File: src/rtl/mac_sched_pkg.sv
// Shared types and constants for the MAC receive scheduler.
// Holds FSM encoding, priority level codes and parameter defaults.
package mac_sched_pkg;

    typedef enum logic [1:0] {
        ST_IDLE  = 2'd0,
        ST_GRANT = 2'd1,
        ST_BUSY  = 2'd2
    } state_t;

    localparam logic [1:0] L0 = 2'd0;
    localparam logic [1:0] L1 = 2'd1;
    localparam logic [1:0] L2 = 2'd2;
    localparam logic [1:0] L3 = 2'd3;

    localparam int          STARVE_LIMIT_DEF = 4;
    localparam logic [15:0] TIMEOUT_DEF      = 16'd4095;

    function automatic logic [1:0] ptr_inc(input logic [1:0] p);
        return p + 2'd1;
    endfunction

endpackage

File: src/rtl/mac_rx_sched_if.sv
// Grant/accept/done handshake between the RX scheduler and the frame decoder.
// master = scheduler side, slave = decoder side.
interface mac_rx_sched_if;

    logic       grant_valid;
    logic [1:0] grant_id;
    logic       dec_ready;
    logic       dec_ack;
    logic       dec_done;

    modport master (
        output grant_valid,
        output grant_id,
        input  dec_ready,
        input  dec_ack,
        input  dec_done
    );

    modport slave (
        input  grant_valid,
        input  grant_id,
        output dec_ready,
        output dec_ack,
        output dec_done
    );

endinterface

File: src/rtl/mac_rx_sched_rr_pick4.sv
// Four-way round-robin picker: first set request at or after ptr, wrapping.
// Latency: combinational; no backpressure.
module rr_pick4 (
    input  logic [3:0] req,
    input  logic [1:0] ptr,
    output logic       vld,
    output logic [1:0] idx
);

    // Scan from the far end back towards ptr so the nearest request wins.
    always_comb begin
        vld = 1'b0;
        idx = ptr;
        for (int k = 3; k >= 0; k--) begin
            if (req[ptr + 2'(k)]) begin
                vld = 1'b1;
                idx = ptr + 2'(k);
            end
        end
    end

endmodule

File: src/rtl/vec_sync_2ff.sv
// Two-flop synchroniser for a vector of independent quasi-static flags.
// Latency: 2 cycles; no backpressure.
module vec_sync_2ff #(
    parameter int WIDTH = 4
) (
    input  logic             clk,
    input  logic             arst_n,
    input  logic [WIDTH-1:0] d,
    output logic [WIDTH-1:0] q
);

    logic [WIDTH-1:0] meta_q;
    logic [WIDTH-1:0] sync_q;

    always_ff @(posedge clk or negedge arst_n) begin
        if (!arst_n) begin
            meta_q <= '0;
            sync_q <= '0;
        end else begin
            meta_q <= d;
            sync_q <= meta_q;
        end
    end

    assign q = sync_q;

endmodule

File: src/rtl/mac_rx_sched.sv
// Picks which PHY FIFO the decoder drains next (starvation > afull > half > frame).
// Latency: grant 1 cycle after eligible IDLE; grant held until dec_ack, busy until done/timeout.
module mac_rx_sched
    import mac_sched_pkg::*;
#(
    parameter int          STARVE_LIMIT = STARVE_LIMIT_DEF,
    parameter logic [15:0] TIMEOUT      = TIMEOUT_DEF
) (
    input  logic            clk,
    input  logic            arst_n,
    input  logic            sched_en,
    input  logic [3:0]      frame_exist,
    input  logic [3:0]      fifo_half,
    input  logic [3:0]      fifo_afull,
    output logic            abort,
    output logic            busy,
    mac_rx_sched_if.master  dec_if
);

    localparam logic [2:0]  LIMIT    = 3'(STARVE_LIMIT);
    localparam logic [15:0] TMO_LAST = TIMEOUT - 16'd1;

    logic [3:0] half_s;
    logic [3:0] afull_s;

    vec_sync_2ff #(.WIDTH(4)) u_sync_half (
        .clk    (clk),
        .arst_n (arst_n),
        .d      (fifo_half),
        .q      (half_s)
    );

    vec_sync_2ff #(.WIDTH(4)) u_sync_afull (
        .clk    (clk),
        .arst_n (arst_n),
        .d      (fifo_afull),
        .q      (afull_s)
    );

    state_t          state_q, state_d;
    logic            grant_vld_q, grant_vld_d;
    logic [1:0]      grant_id_q, grant_id_d;
    logic            abort_q, abort_d;
    logic            busy_q, busy_d;
    logic [1:0]      rr_ptr_q, rr_ptr_d;
    logic [3:0][2:0] starve_q, starve_d;
    logic [15:0]     tmo_cnt_q, tmo_cnt_d;

    logic [3:0] lvl3_req;
    logic [1:0] sel_lvl;
    logic [3:0] sel_req;
    logic       pick_vld;
    logic [1:0] pick_idx;

    always_comb begin
        for (int p = 0; p < 4; p++) begin
            lvl3_req[p] = frame_exist[p] && (starve_q[p] == LIMIT);
        end
    end

    // Only the highest non-empty level competes; lower levels wait.
    always_comb begin
        if (|lvl3_req)       sel_lvl = L3;
        else if (|afull_s)   sel_lvl = L2;
        else if (|half_s)    sel_lvl = L1;
        else                 sel_lvl = L0;

        case (sel_lvl)
            L3:      sel_req = lvl3_req;
            L2:      sel_req = afull_s;
            L1:      sel_req = half_s;
            default: sel_req = frame_exist;
        endcase
    end

    rr_pick4 u_pick (
        .req (sel_req),
        .ptr (rr_ptr_q),
        .vld (pick_vld),
        .idx (pick_idx)
    );

    always_comb begin
        state_d     = state_q;
        grant_vld_d = grant_vld_q;
        grant_id_d  = grant_id_q;
        abort_d     = 1'b0;
        busy_d      = busy_q;
        rr_ptr_d    = rr_ptr_q;
        starve_d    = starve_q;
        tmo_cnt_d   = tmo_cnt_q;

        unique case (state_q)
            ST_IDLE: begin
                if (sched_en && dec_if.dec_ready && pick_vld) begin
                    grant_id_d  = pick_idx;
                    grant_vld_d = 1'b1;
                    busy_d      = 1'b1;
                    state_d     = ST_GRANT;
                end
            end
            ST_GRANT: begin
                if (dec_if.dec_ack) begin
                    grant_vld_d = 1'b0;
                    tmo_cnt_d   = '0;
                    state_d     = ST_BUSY;
                end
            end
            ST_BUSY: begin
                // A frame finishing on the timeout cycle still counts as completed.
                if (dec_if.dec_done) begin
                    rr_ptr_d = ptr_inc(grant_id_q);
                    for (int p = 0; p < 4; p++) begin
                        if (2'(p) == grant_id_q)
                            starve_d[p] = '0;
                        else if (frame_exist[p])
                            starve_d[p] = (starve_q[p] >= LIMIT) ? LIMIT : starve_q[p] + 3'd1;
                        else
                            starve_d[p] = '0;
                    end
                    busy_d    = 1'b0;
                    tmo_cnt_d = '0;
                    state_d   = ST_IDLE;
                end else if (tmo_cnt_q == TMO_LAST) begin
                    starve_d[grant_id_q] = '0;
                    abort_d   = 1'b1;
                    busy_d    = 1'b0;
                    tmo_cnt_d = '0;
                    state_d   = ST_IDLE;
                end else begin
                    tmo_cnt_d = tmo_cnt_q + 16'd1;
                end
            end
            default: begin
                grant_vld_d = 1'b0;
                busy_d      = 1'b0;
                state_d     = ST_IDLE;
            end
        endcase
    end

    always_ff @(posedge clk or negedge arst_n) begin
        if (!arst_n) begin
            state_q     <= ST_IDLE;
            grant_vld_q <= 1'b0;
            grant_id_q  <= 2'd0;
            abort_q     <= 1'b0;
            busy_q      <= 1'b0;
            rr_ptr_q    <= 2'd0;
            starve_q    <= '0;
            tmo_cnt_q   <= '0;
        end else begin
            state_q     <= state_d;
            grant_vld_q <= grant_vld_d;
            grant_id_q  <= grant_id_d;
            abort_q     <= abort_d;
            busy_q      <= busy_d;
            rr_ptr_q    <= rr_ptr_d;
            starve_q    <= starve_d;
            tmo_cnt_q   <= tmo_cnt_d;
        end
    end

    assign dec_if.grant_valid = grant_vld_q;
    assign dec_if.grant_id    = grant_id_q;
    assign abort              = abort_q;
    assign busy               = busy_q;

endmodule

File: src/flat_wrapper.sv
// flat-port wrapper written by rule: the top's interface ports become plain ports
module mac_rx_sched_flat import mac_sched_pkg::*;
#(
    parameter int          STARVE_LIMIT = STARVE_LIMIT_DEF,
    parameter logic [15:0] TIMEOUT      = TIMEOUT_DEF
)
  (clk, arst_n, sched_en, frame_exist, fifo_half, fifo_afull, abort, busy, dec_if_grant_valid, dec_if_grant_id, dec_if_dec_ready, dec_if_dec_ack, dec_if_dec_done);
  mac_rx_sched_if dec_if_i ();
  input  logic clk;
  input  logic arst_n;
  input  logic sched_en;
  input  logic [3:0] frame_exist;
  input  logic [3:0] fifo_half;
  input  logic [3:0] fifo_afull;
  output logic abort;
  output logic busy;
  output wire logic [$bits(dec_if_i.grant_valid)-1:0] dec_if_grant_valid;
  output wire logic [$bits(dec_if_i.grant_id)-1:0] dec_if_grant_id;
  input wire logic [$bits(dec_if_i.dec_ready)-1:0] dec_if_dec_ready;
  input wire logic [$bits(dec_if_i.dec_ack)-1:0] dec_if_dec_ack;
  input wire logic [$bits(dec_if_i.dec_done)-1:0] dec_if_dec_done;
  assign dec_if_grant_valid = dec_if_i.grant_valid;
  assign dec_if_grant_id = dec_if_i.grant_id;
  assign dec_if_i.dec_ready = dec_if_dec_ready;
  assign dec_if_i.dec_ack = dec_if_dec_ack;
  assign dec_if_i.dec_done = dec_if_dec_done;
  mac_rx_sched #(.STARVE_LIMIT(STARVE_LIMIT), .TIMEOUT(TIMEOUT)) u_core (.clk(clk), .arst_n(arst_n), .sched_en(sched_en), .frame_exist(frame_exist), .fifo_half(fifo_half), .fifo_afull(fifo_afull), .abort(abort), .busy(busy), .dec_if(dec_if_i));
endmodule
File: config.mk
export PLATFORM = sky130hd
export DESIGN_NAME = mac_rx_sched_flat
export DESIGN_NICKNAME = d
export VERILOG_FILES = /design/src/rtl/mac_sched_pkg.sv /design/src/rtl/mac_rx_sched_if.sv /design/src/rtl/mac_rx_sched_rr_pick4.sv /design/src/rtl/vec_sync_2ff.sv /design/src/rtl/mac_rx_sched.sv /design/src/flat_wrapper.sv
export SDC_FILE = /design/constraint.sdc
export NUM_CORES = 1
export LEC_CHECK = 0
export CAP_MARGIN = 20
export CORE_ASPECT_RATIO = 1.4
export CORE_MARGIN = 5
export CORE_UTILIZATION = 62
export DETAILED_ROUTE_END_ITERATION = 16
export GPL_ROUTABILITY_DRIVEN = 1
export HOLD_SLACK_MARGIN = 0.12
export PLACE_DENSITY = 0.89
export SYNTH_ARGS = -nofsm -noshare
export SYNTH_HDL_FRONTEND = slang
export SYNTH_HIERARCHICAL = 1
export SYNTH_SLANG_ARGS = --single-unit
File: constraint.sdc
create_clock -name clk -period 5.46 [get_ports clk]
set_clock_uncertainty 0.2 [all_clocks]
set_input_delay 1.365 -clock clk [delete_from_list [all_inputs] [get_ports clk]]
set_output_delay 1.365 -clock clk [all_outputs]
set_load 0.01 [all_outputs]
# == Word-level counts from Yosys, hierarchy flattened ==
# Cells that the tools add are included.
# classes
add_sub_neg,9
mul,0
n_div,0
n_lt_le_gt_ge,10
n_eq_ne,16
n_shift,0
muxes,54
n_bitwise,4
n_reduce_logical,21
# op_table
operator,count
$mux 16,3
$mux 3,13
$pmux 16 s2,1
$mux 12,2
$mux 2,10
$add 16x1->16 const B,1
$eq 16x12->1 const B,1
$mux 1,16
$lt 2x3->1 const B,5
$add 3x1->3 const B,4
$and 12x12->12,1
$eq 3x3->1 const B,4
$ge 3x3->1 const B,4
$not 12->12,1
$pmux 4 s3,1
$reduce_or 4->1,3
$reduce_and 3->1,3
$bmux 1 s2,4
$reduce_and 2->1,4
$logic_and 1x1->1,7
$demux 3 s2,1
$eq 2x2->1 const B,3
$pmux 1 s3,2
$pmux 2 s3,1
other kinds (12),19
# word_totals
register_bits,53
latchBits,0
ramBits,0
romBits,0
out_inout_bits,5
elab_cells,129
mem_count,0

# == Logic depth before layout (Yosys ltp) ==
# Gate-level depths: netlist of run 1.
# logic_depth
word_depth,15
mapped_depth,13
depth_no_buf,13

# == Hierarchy ==
# Netlist of run 1, hierarchy kept.
# by_module_without_submodules
mod,instances,cells_per_inst,area_each_um2
mac_rx_sched,1,258,2199.6
vec_sync_2ff,2,8,200.2
rr_pick4,1,16,100.1

# == Least setup slack after synthesis of run 1 ==
# Ideal clock, no wire load.
# synth_timing
path_kind,input to register
startpoint,input port frame_exist[0]
endpoint,"register u_core.grant_id_q[1], in the netlist u_core/dec_if.grant_id[1]"
setup_time_ps,83
arrival_time_ps,2840
required_time_ps,5177
path_slack_ps,2337
stages,10
path_buffers,0
cell_sequence,nand3_1 > nand4_1 > nor2_1 > a21oi_1 > o22ai_1 > and3b_1 > or4_1 > nand2_1 > nand2_1 > o21ai_0
# synth_between
elab_cells_between_ends,25
classes_between,3 x eq/ne; 18 x mux; 4 x reduce/logical
# synth_lines
item,line_no,rtl
start: declaration,flat_wrapper.sv:12,input logic [3:0] frame_exist;
$logic_and 1x1->1 (*),mac_rx_sched.sv:57,lvl3_req[p] = frame_exist[p] && (starve_q[p] == LIMIT);
$reduce_or 4->1 (*),mac_rx_sched.sv:63,if (|lvl3_req) sel_lvl = L3;
$mux 2 (*),mac_rx_sched.sv:63,
$eq 2x1->1 or $eq 2x2->1 (tied branches),mac_rx_sched.sv:68,case (sel_lvl)
$pmux 4 s3 (*),mac_rx_sched.sv:68,
net u_core.sel_req[3],mac_rx_sched.sv:51,logic [3:0] sel_req;
$bmux 1 s2,mac_rx_sched_rr_pick4.sv:15,if (req[ptr + 2'(k)]) begin
$mux 1 (implied by the code),mac_rx_sched_rr_pick4.sv:15,
$mux 2 (3 in a row),mac_rx_sched_rr_pick4.sv:15,
$mux 2 (*),mac_rx_sched_rr_pick4.sv:15,
net u_core.pick_idx[1],mac_rx_sched.sv:53,logic [1:0] pick_idx;
end signal: assignment,mac_rx_sched.sv:155,grant_id_q <= grant_id_d;
end: declaration,mac_rx_sched.sv:42,"logic [1:0] grant_id_q, grant_id_d;"
# Mark *: on every way through the listed nets, which the timed path passes. The rest lies on a longest branch. The select of a mux whose other input is x is not followed.
# A chain may end at the register's enable or synchronous reset.

# == Worst setup path in the final report of run 1 ==
# layout_timing
startpoint,input port frame_exist[0]
endpoint,"register u_core.grant_id_q[0], in the netlist u_core/dec_if.grant_id[0]"
# layout_between
elab_chain_len,13
elab_cells_between_ends,25
classes_between,3 x eq/ne; 18 x mux; 4 x reduce/logical
# layout_rtl
item,line_no,rtl
$logic_and 1x1->1 (*),mac_rx_sched.sv:57,
$reduce_or 4->1 (*),mac_rx_sched.sv:63,
$mux 2 (*),mac_rx_sched.sv:63,
$eq 2x1->1 or $eq 2x2->1 (tied branches),mac_rx_sched.sv:68,
$pmux 4 s3 (*),mac_rx_sched.sv:68,
net u_core.sel_req[3],mac_rx_sched.sv:51,
$bmux 1 s2,mac_rx_sched_rr_pick4.sv:15,
$mux 1 (implied by the code),mac_rx_sched_rr_pick4.sv:15,
$mux 1 (3 in a row),mac_rx_sched_rr_pick4.sv:15,
$mux 1 (*),mac_rx_sched_rr_pick4.sv:15,
net u_core.pick_vld,mac_rx_sched.sv:52,logic pick_vld;
$logic_and 1x1->1 (*),mac_rx_sched.sv:95,if (sched_en && dec_if.dec_ready && pick_vld) begin
$reduce_and 2->1 (no source line) (*),--,
# Marks and branches as above.

==> out/results.ini, run 1 <==
[sta]
tightest_slew_ns = 0.816
tns_ns = 0
hold_viol = 0
max_freq_mhz = 275
timing.final.ws_setup_ns = 1.82
setup-violations-final = 0
relSlewSlack_pct = 45.6
drv_slew = 0
finalCritPeriodShare_pct = 66.7
min_period_ns = 3.64
rsz0062_at_grt = false

[placed_design]
dpl_worst_slack_ns = 1.59
port_buffers = 22
dp.final_hpwl_mm = 4.23
dpl_cell_area_mm2 = 0.00296
gp_congestion = 0.925

[grt]
grt_pass1_vias = 2333
grt_max_degree = 54
grt_pass1_wl_mm = 10.2
antenna_found_initial = 0
grt_overflow_total = 0
gr-usage-all-layers_pct = 22.5

[floorplanning]
coreArea_mm2 = 0.00424
io_pins = 23
core.rowCount = 28
die_x_um = 65.8
dieArea_mm2 = 0.00579
die_h_um = 88.1
start_util_pct = 63.7

[finish]
antennaDiodeCount = 0
syn_to_final_growth_pct = 13.1
final_cell_mix = dfrtp_1 (53), a21oi_1 (39), nand2_1 (27)
drive_gt1_share_pct = 5.43
final_common_cell = dfrtp_1
nets = 344
postLayoutCellArea_mm2 = 0.00305
post-route-util_pct = 72.0

[logic_synthesis]
yosysSeqAreaShare_pct = 49.1
syn_area_mm2 = 0.00270
yosysTopAreaCellShare_pct = 49.1
yosys.area.top_type = dfrtp_1
synth_cells = 290
ys_ff_latch = 53
synth.net_count = 322
ys_top_cells_by_area = dfrtp_1 (49%), a21oi_1 (7.2%), ha_1 (6.5%)
syn_avg_cell_area_um2 = 9.31
synth_cell_types = 46
yosysWarnings = 6

[setup_path]
worst-path-buf-inv = 1
crit_arrival_ns = 3.68
crit_chain = clkdlybuf4s50_1 -> nand3_1 -> nand4_1 -> nor2_1 -> a21oi_1 -> o22ai_1 -> nor2_1 -> nand2_1 -> and4b_1 -> nor2b_1 -> nand2_1 -> o21ai_0
critPathLaunchType = input pin
critPathMaxFanout = 6
critPathRequiredTime_ns = 5.49
path_class = input pin to flop
crit_path_end_kind = flop
max_stage_delay_ns = 0.46
critPathTopFamily = simple AND/OR/NAND/NOR gates
worst_path_max_delay_cell = clkdlybuf4s50_1

[clock_tree]
clock_path_buffers = 2
cts_root_buffer = clkbuf_8
cts_buffers = 5
cts_tree = yes
postCtsSetupBuffers = 0
path_clk_slew_ns = 0.10
h-tree-depth = 2
ctsHoldBuffers = 0
ctsResizeCount = 0
clk_latency_ns = 0.31
cts_sinks = 53

[power_and_ir_drop]
leakage_uw = 0.00134
power_per_cell_area_mw_per_mm2 = 373
max-vdd-ir-drop_v = 0.000287
power.total_uw = 1140

[route]
drt_iter0_drc = 222
firstDrtPassIters = 6
ant_nets = 0
route.detailed.drc = 0
wl_per_cell_um = 16.0
wirelength_mm = 5.96
vias_per_cell = 6.23
vias = 2323

[outcome]
status = completed

[worst_hold_path]
hp-class = flop to flop

[flow_run]
cap_violations = 0

-- power breakdown --
part | internal [µW] | leakage (µW) | switching [µW]
Clock | 92.7 | 0.0000447 | 132
Sequential | 467 | 0.000664 | 80.3
Combinational | 164 | 0.000629 | 202
Total | 723 | 0.00134 | 414
-- worst paths after layout --
| check | startpoint | endpoint | slack (ns) | depth (start not counted) |
|---|---|---|---|---|
| min in group asynchronous | arst_n | u_core/u_sync_half/q[2] | 0.96 | 2 |
| worst min-delay path | u_core/u_sync_afull/meta_q[1] | u_core/u_sync_afull/q[1] | 0.16 | 0 |
| worst min register to register | u_core/u_sync_afull/meta_q[1] | u_core/u_sync_afull/q[1] | 0.16 | 0 |
| max in group asynchronous | arst_n | u_core/state_q[0] | 3.66 | 2 |
| worst max register to register | u_core/u_sync_afull/q[1] | u_core/dec_if.grant_id[0] | 2.36 | 11 |
| worst max-delay path | frame_exist[0] | u_core/dec_if.grant_id[0] | 1.82 | 12 |
-- kinds of logic (layout without fill, tap and decap cells) --
kind of cell / count (synthesis) / count (layout) / synth area share, %
AOI/OAI and AO/OA: 83 / 83 / 17.2
xor gates and xnor gates: 1 / 1 / 0.324
adders and majority gates: 14 / 14 / 6.49
buffers and inverters: 27 / 50 / 4.08
DFF: 53 / 53 / 49.1
muxes: 2 / 2 / 0.741
and+or+nand+nor: 110 / 110 / 22.1
-- cell type report --
type,instances,area [µm²]
clock buffer,5,68.8
clock inverter,3,25.0
fill,300,1190
inverter,19,71.3
multi-input combinational,210,1260
sequential,53,1330
tap,60,75.1
timing repair buffer,23,223
-- synthesized netlist by cell type, drive strengths merged --
| master | count |
|---|---|
| a32o | 1 |
| and3b | 1 |
| inv | 19 |
| ha | 14 |
| and3 | 1 |
| nand4b | 1 |
| nor2b | 2 |
| nand2 | 27 |
| or2 | 1 |
| a211oi | 1 |
| or4 | 4 |
| a21oi | 39 |
| o221a | 1 |
| buf | 3 |
| and2 | 2 |
| nor3 | 3 |
| or3 | 1 |
| nor4 | 5 |
| o22ai | 5 |
| and4b | 1 |
| a21o | 1 |
| a22o | 1 |
| and2b | 3 |
| a41oi | 2 |
| nor2 | 26 |
| nand4 | 5 |
| clkbuf | 5 |
| a31oi | 9 |
| nand3 | 14 |
| nand3b | 6 |
| and4 | 2 |
| xor2 | 1 |
| dfrtp | 53 |
| nand2b | 3 |
| o21ai | 22 |
| a2bb2oi | 1 |
| mux2i | 2 |
| or4b | 2 |
-- metal layers --
metal | share of wire (%) | global-route usage, % | vias up | wire length [µm]
met2 | 52 | 38.9 | 109 | 3100
met5 | 0 | 0 | - | 0
met4 | 4.2 | 14.0 | 0 | 251
met1 | 38 | 25.9 | 1109 | 2290
met3 | 5.3 | 3.47 | 24 | 318
li1 | - | - | 1081 | -
-- per-stage QoR --
| stage | cells | hold WS, ns |
|---|---|---|
| final | 373 | 0.155 |
| after global routing | 373 | 0.167 |
| after CTS | 373 | 0.158 |
| after detailed placement | 365 | 0.135 |
| after global placement | 365 | 0.133 |
| after floorplan | 290 | 0.131 |
-- state kept, by name, summed over array words and instances (netlist names) --
signal	count
u_core/abort	1
u_core/dec_if.grant_id	2
u_core/starve_q	12
u_core/u_sync_afull/q	4
u_core/rr_ptr_q	2
u_core/dec_if.grant_valid	1
u_core/tmo_cnt_q	16
u_core/u_sync_half/q	4
u_core/busy	1
u_core/state_q	2
u_core/u_sync_afull/meta_q	4
u_core/u_sync_half/meta_q	4
Power figures use the tool's default switching activity.
==> run 2, diff against run 1 <==
CORE_UTILIZATION = 52   (was 62)
PLACE_DENSITY = 0.8   (was 0.89)
clock period = 2.95 ns   (was 5.46 ns; I/O delays follow)
==> run 2 against run 1 <==
  * Sequential power up 85%
  * Critical endpoint unchanged
  * Largest power group unchanged
  * First-iteration DRC count down 17%
  * Critical path depth unchanged
  * Register-to-register slack worse by 2.1 ns
  * Critical path type unchanged
==> out/results.ini, run 2 (synthesis gave the netlist of run 1 again) <==
[finish]
postLayoutCellArea_mm2 = 0.00315  ; was 0.00305 mm²
antennaDiodeCount = 0  ; unchanged
reg_top3 = u_core/tmo_cnt_q (16), u_core/starve_q (12)  ; unchanged
fillerInstances = 459  ; was 300
final_common_cell = dfrtp_1  ; unchanged
largest_register_ffs = 16  ; unchanged
drive_gt1_share_pct = 8.95  ; was 5.43%
largest-register = u_core/tmo_cnt_q  ; unchanged
syn_to_final_growth_pct = 16.7  ; was 13.1%
post-route-util_pct = 61.5  ; was 72.0%
nets = 355  ; was 344
final_cell_mix = dfrtp_1 (53), a21oi_1 (39), nand2_1 (27)  ; unchanged

[clock_tree]
cts_tree = yes  ; unchanged
cts_root_buffer = clkbuf_8  ; unchanged
path_clk_slew_ns = 0.10  ; about the same
h-tree-depth = 2  ; unchanged
cts_sinks = 53  ; unchanged
clock_path_buffers = 2  ; unchanged
clk_latency_ns = 0.30  ; was 0.31 ns
cts_buffers = 5  ; unchanged
postCtsSetupBuffers = 0  ; unchanged

[placed_design]
gp_congestion = 0.862  ; was 0.925
dpl_cell_area_mm2 = 0.00305  ; was 0.00296 mm²
dp.final_hpwl_mm = 4.41  ; was 4.23 mm
port_buffers = 22  ; unchanged

[sta]
hold_viol = 0  ; unchanged
max_freq_mhz = 350
tightest_slew_ns = 0.870  ; was 0.816 ns
hold-worst-slack_ns = 0.154  ; was 0.155 ns
drv_slew = 0  ; unchanged
setup-violations-final = 0  ; unchanged
finalCritPeriodShare_pct = 96.8
min_period_ns = 2.85
rsz0062_at_grt = false  ; unchanged
relSlewSlack_pct = 41.9  ; was 45.6%

[setup_path]
critPathLaunchType = input pin  ; unchanged
rrSetupSlack_ns = 0.22  ; was 2.36 ns
path_depth = 12  ; unchanged
critPathMaxFanout = 4  ; was 6
crit_top_cell = o21ai_0
path_class = input pin to flop  ; unchanged
crit_path_end_kind = flop  ; unchanged
rr_startpoint = u_core/u_sync_afull/q[1]  ; unchanged
worst-path-buf-inv = 2  ; was 1
crit_chain = clkdlybuf4s50_1 -> nand3_1 -> nand4_1 -> nor2_1 -> a21oi_1 -> o22ai_1 -> buf_4 -> and2b_2 -> o21ai_0 -> o221a_2 -> nand2_1 -> o21ai_0  ; was clkdlybuf4s50_1 -> nand3_1 -> nand4_1 -> nor2_1 -> a21oi_1 -> o22ai_1 -> nor2_1 -> nand2_1 -> and4b_1 -> nor2b_1 -> nand2_1 -> o21ai_0
critPathTopFamily = compound AO/OA/AOI/OAI gates  ; was simple AND/OR/NAND/NOR gates
cp-endpoint = u_core/dec_if.grant_id[0]  ; unchanged
max_stage_delay_ns = 0.43  ; was 0.46 ns
r2r-end = u_core/dec_if.grant_id[0]  ; unchanged
critPathRequiredTime_ns = 2.98  ; was 5.49 ns
rr_worst_depth = 11  ; unchanged
worst_path_max_delay_cell = clkdlybuf4s50_1  ; unchanged
critical_path.startpoint = frame_exist[3]  ; was frame_exist[0]
crit_arrival_ns = 2.89  ; was 3.68 ns

[flow_run]
cap_violations = 0  ; unchanged

[route]
ant_nets = 0  ; unchanged
wl_per_cell_um = 15.1  ; was 16.0 µm
drt_iter0_drc = 184  ; was 222
route.detailed.drc = 0  ; unchanged
wirelength_mm = 5.89  ; was 5.96 mm
vias_per_cell = 5.79  ; was 6.23
vias = 2257  ; was 2323
firstDrtPassIters = 5  ; was 6

[floorplanning]
die_h_um = 95.3  ; was 88.1 µm
core.rowCount = 31  ; was 28
die_x_um = 70.9  ; was 65.8 µm
start_util_pct = 52.7  ; was 63.7%
coreArea_mm2 = 0.00512  ; was 0.00424 mm²
dieArea_mm2 = 0.00675  ; was 0.00579 mm²
io_pins = 23  ; unchanged

[grt]
grt_overflow_total = 0  ; unchanged
grt_max_degree = 33  ; was 54
grt_pass1_vias = 2275  ; was 2333
gr-usage-all-layers_pct = 18.5  ; was 22.5%
grt_pass1_wl_mm = 10.0  ; was 10.2 mm
antenna_found_initial = 0  ; unchanged

[worst_hold_path]
min-delay-start = u_core/u_sync_afull/meta_q[2]  ; was u_core/u_sync_afull/meta_q[1]
hp-class = flop to flop  ; unchanged

[outcome]
status = completed  ; unchanged

[power_and_ir_drop]
leakage_uw = 0.00139  ; was 0.00134 µW
power_per_cell_area_mw_per_mm2 = 674  ; was 373 mW/mm²
max-vdd-ir-drop_v = 0.000428  ; was 0.000287 V
power.total_uw = 2120  ; was 1140 µW

[run 2: how the worst min path moves through the flow]
stage / to / cells past startpoint
4_1_cts: u_core/u_sync_afull/q[2] / 0
2_1_floorplan: u_core/u_sync_afull/q[0] / 0
5_1_grt: u_core/u_sync_afull/q[2] / 0
6_report: u_core/u_sync_afull/q[2] / 0
3_3_place_gp: u_core/u_sync_afull/q[1] / 0
3_5_place_dp: u_core/u_sync_afull/q[1] / 0
[run 2: report_power, final]
part           internal, µW  switching [µW]
sequential              863             149
combinational           322             371
clock                   173             247
total                  1360             766
[run 2: layout make-up]
cell class | count | area [µm²] | area share (%)
sequential | 53 | 1330 | 42.1
clock inverter | 3 | 26.3 | 0.834
tap | 66 | 82.6 | 2.62
timing repair buffer | 34 | 305 | 9.69
multi-input combinational | 210 | 1270 | 40.3
clock buffer | 5 | 68.8 | 2.18
inverter | 19 | 71.3 | 2.26
[run 2: repair_timing]
action,in CTS,in global routing
gates resized for setup,0,1
hold buffers,0,0
setup endpoints to repair,0,2
[run 2: worst reg2reg max path, cell delays in order (launching register included)]
cell     delay [ns]
dfrtp_1        0.39
nor4_1         0.38
nand2_1        0.14
nor2_1         0.26
a21oi_1        0.07
o22ai_1        0.23
buf_4          0.18
and2b_2        0.20
o21ai_0        0.25
o221a_2        0.24
nand2_1        0.04
o21ai_0        0.07
[run 2: metrics by stage]
stage                     TNS, ns  instances  setup slack (ns)
after floorplan                 0        290             0.320
after global placement    -0.0400        382           -0.0400
after detailed placement   -0.369        382            -0.165
after CTS                       0        390             0.148
after global routing            0        390            0.0427
final                           0        390            0.0952
[run 2: metal layers]
| layer | GRT usage [%] | vias up | wire, µm |
|---|---|---|---|
| met3 | 2.74 | 6 | 281 |
| li1 | - | 1105 | - |
| met4 | 6.90 | 0 | 62 |
| met5 | 0 | - | 0 |
| met2 | 34.3 | 59 | 3220 |
| met1 | 21.4 | 1087 | 2320 |
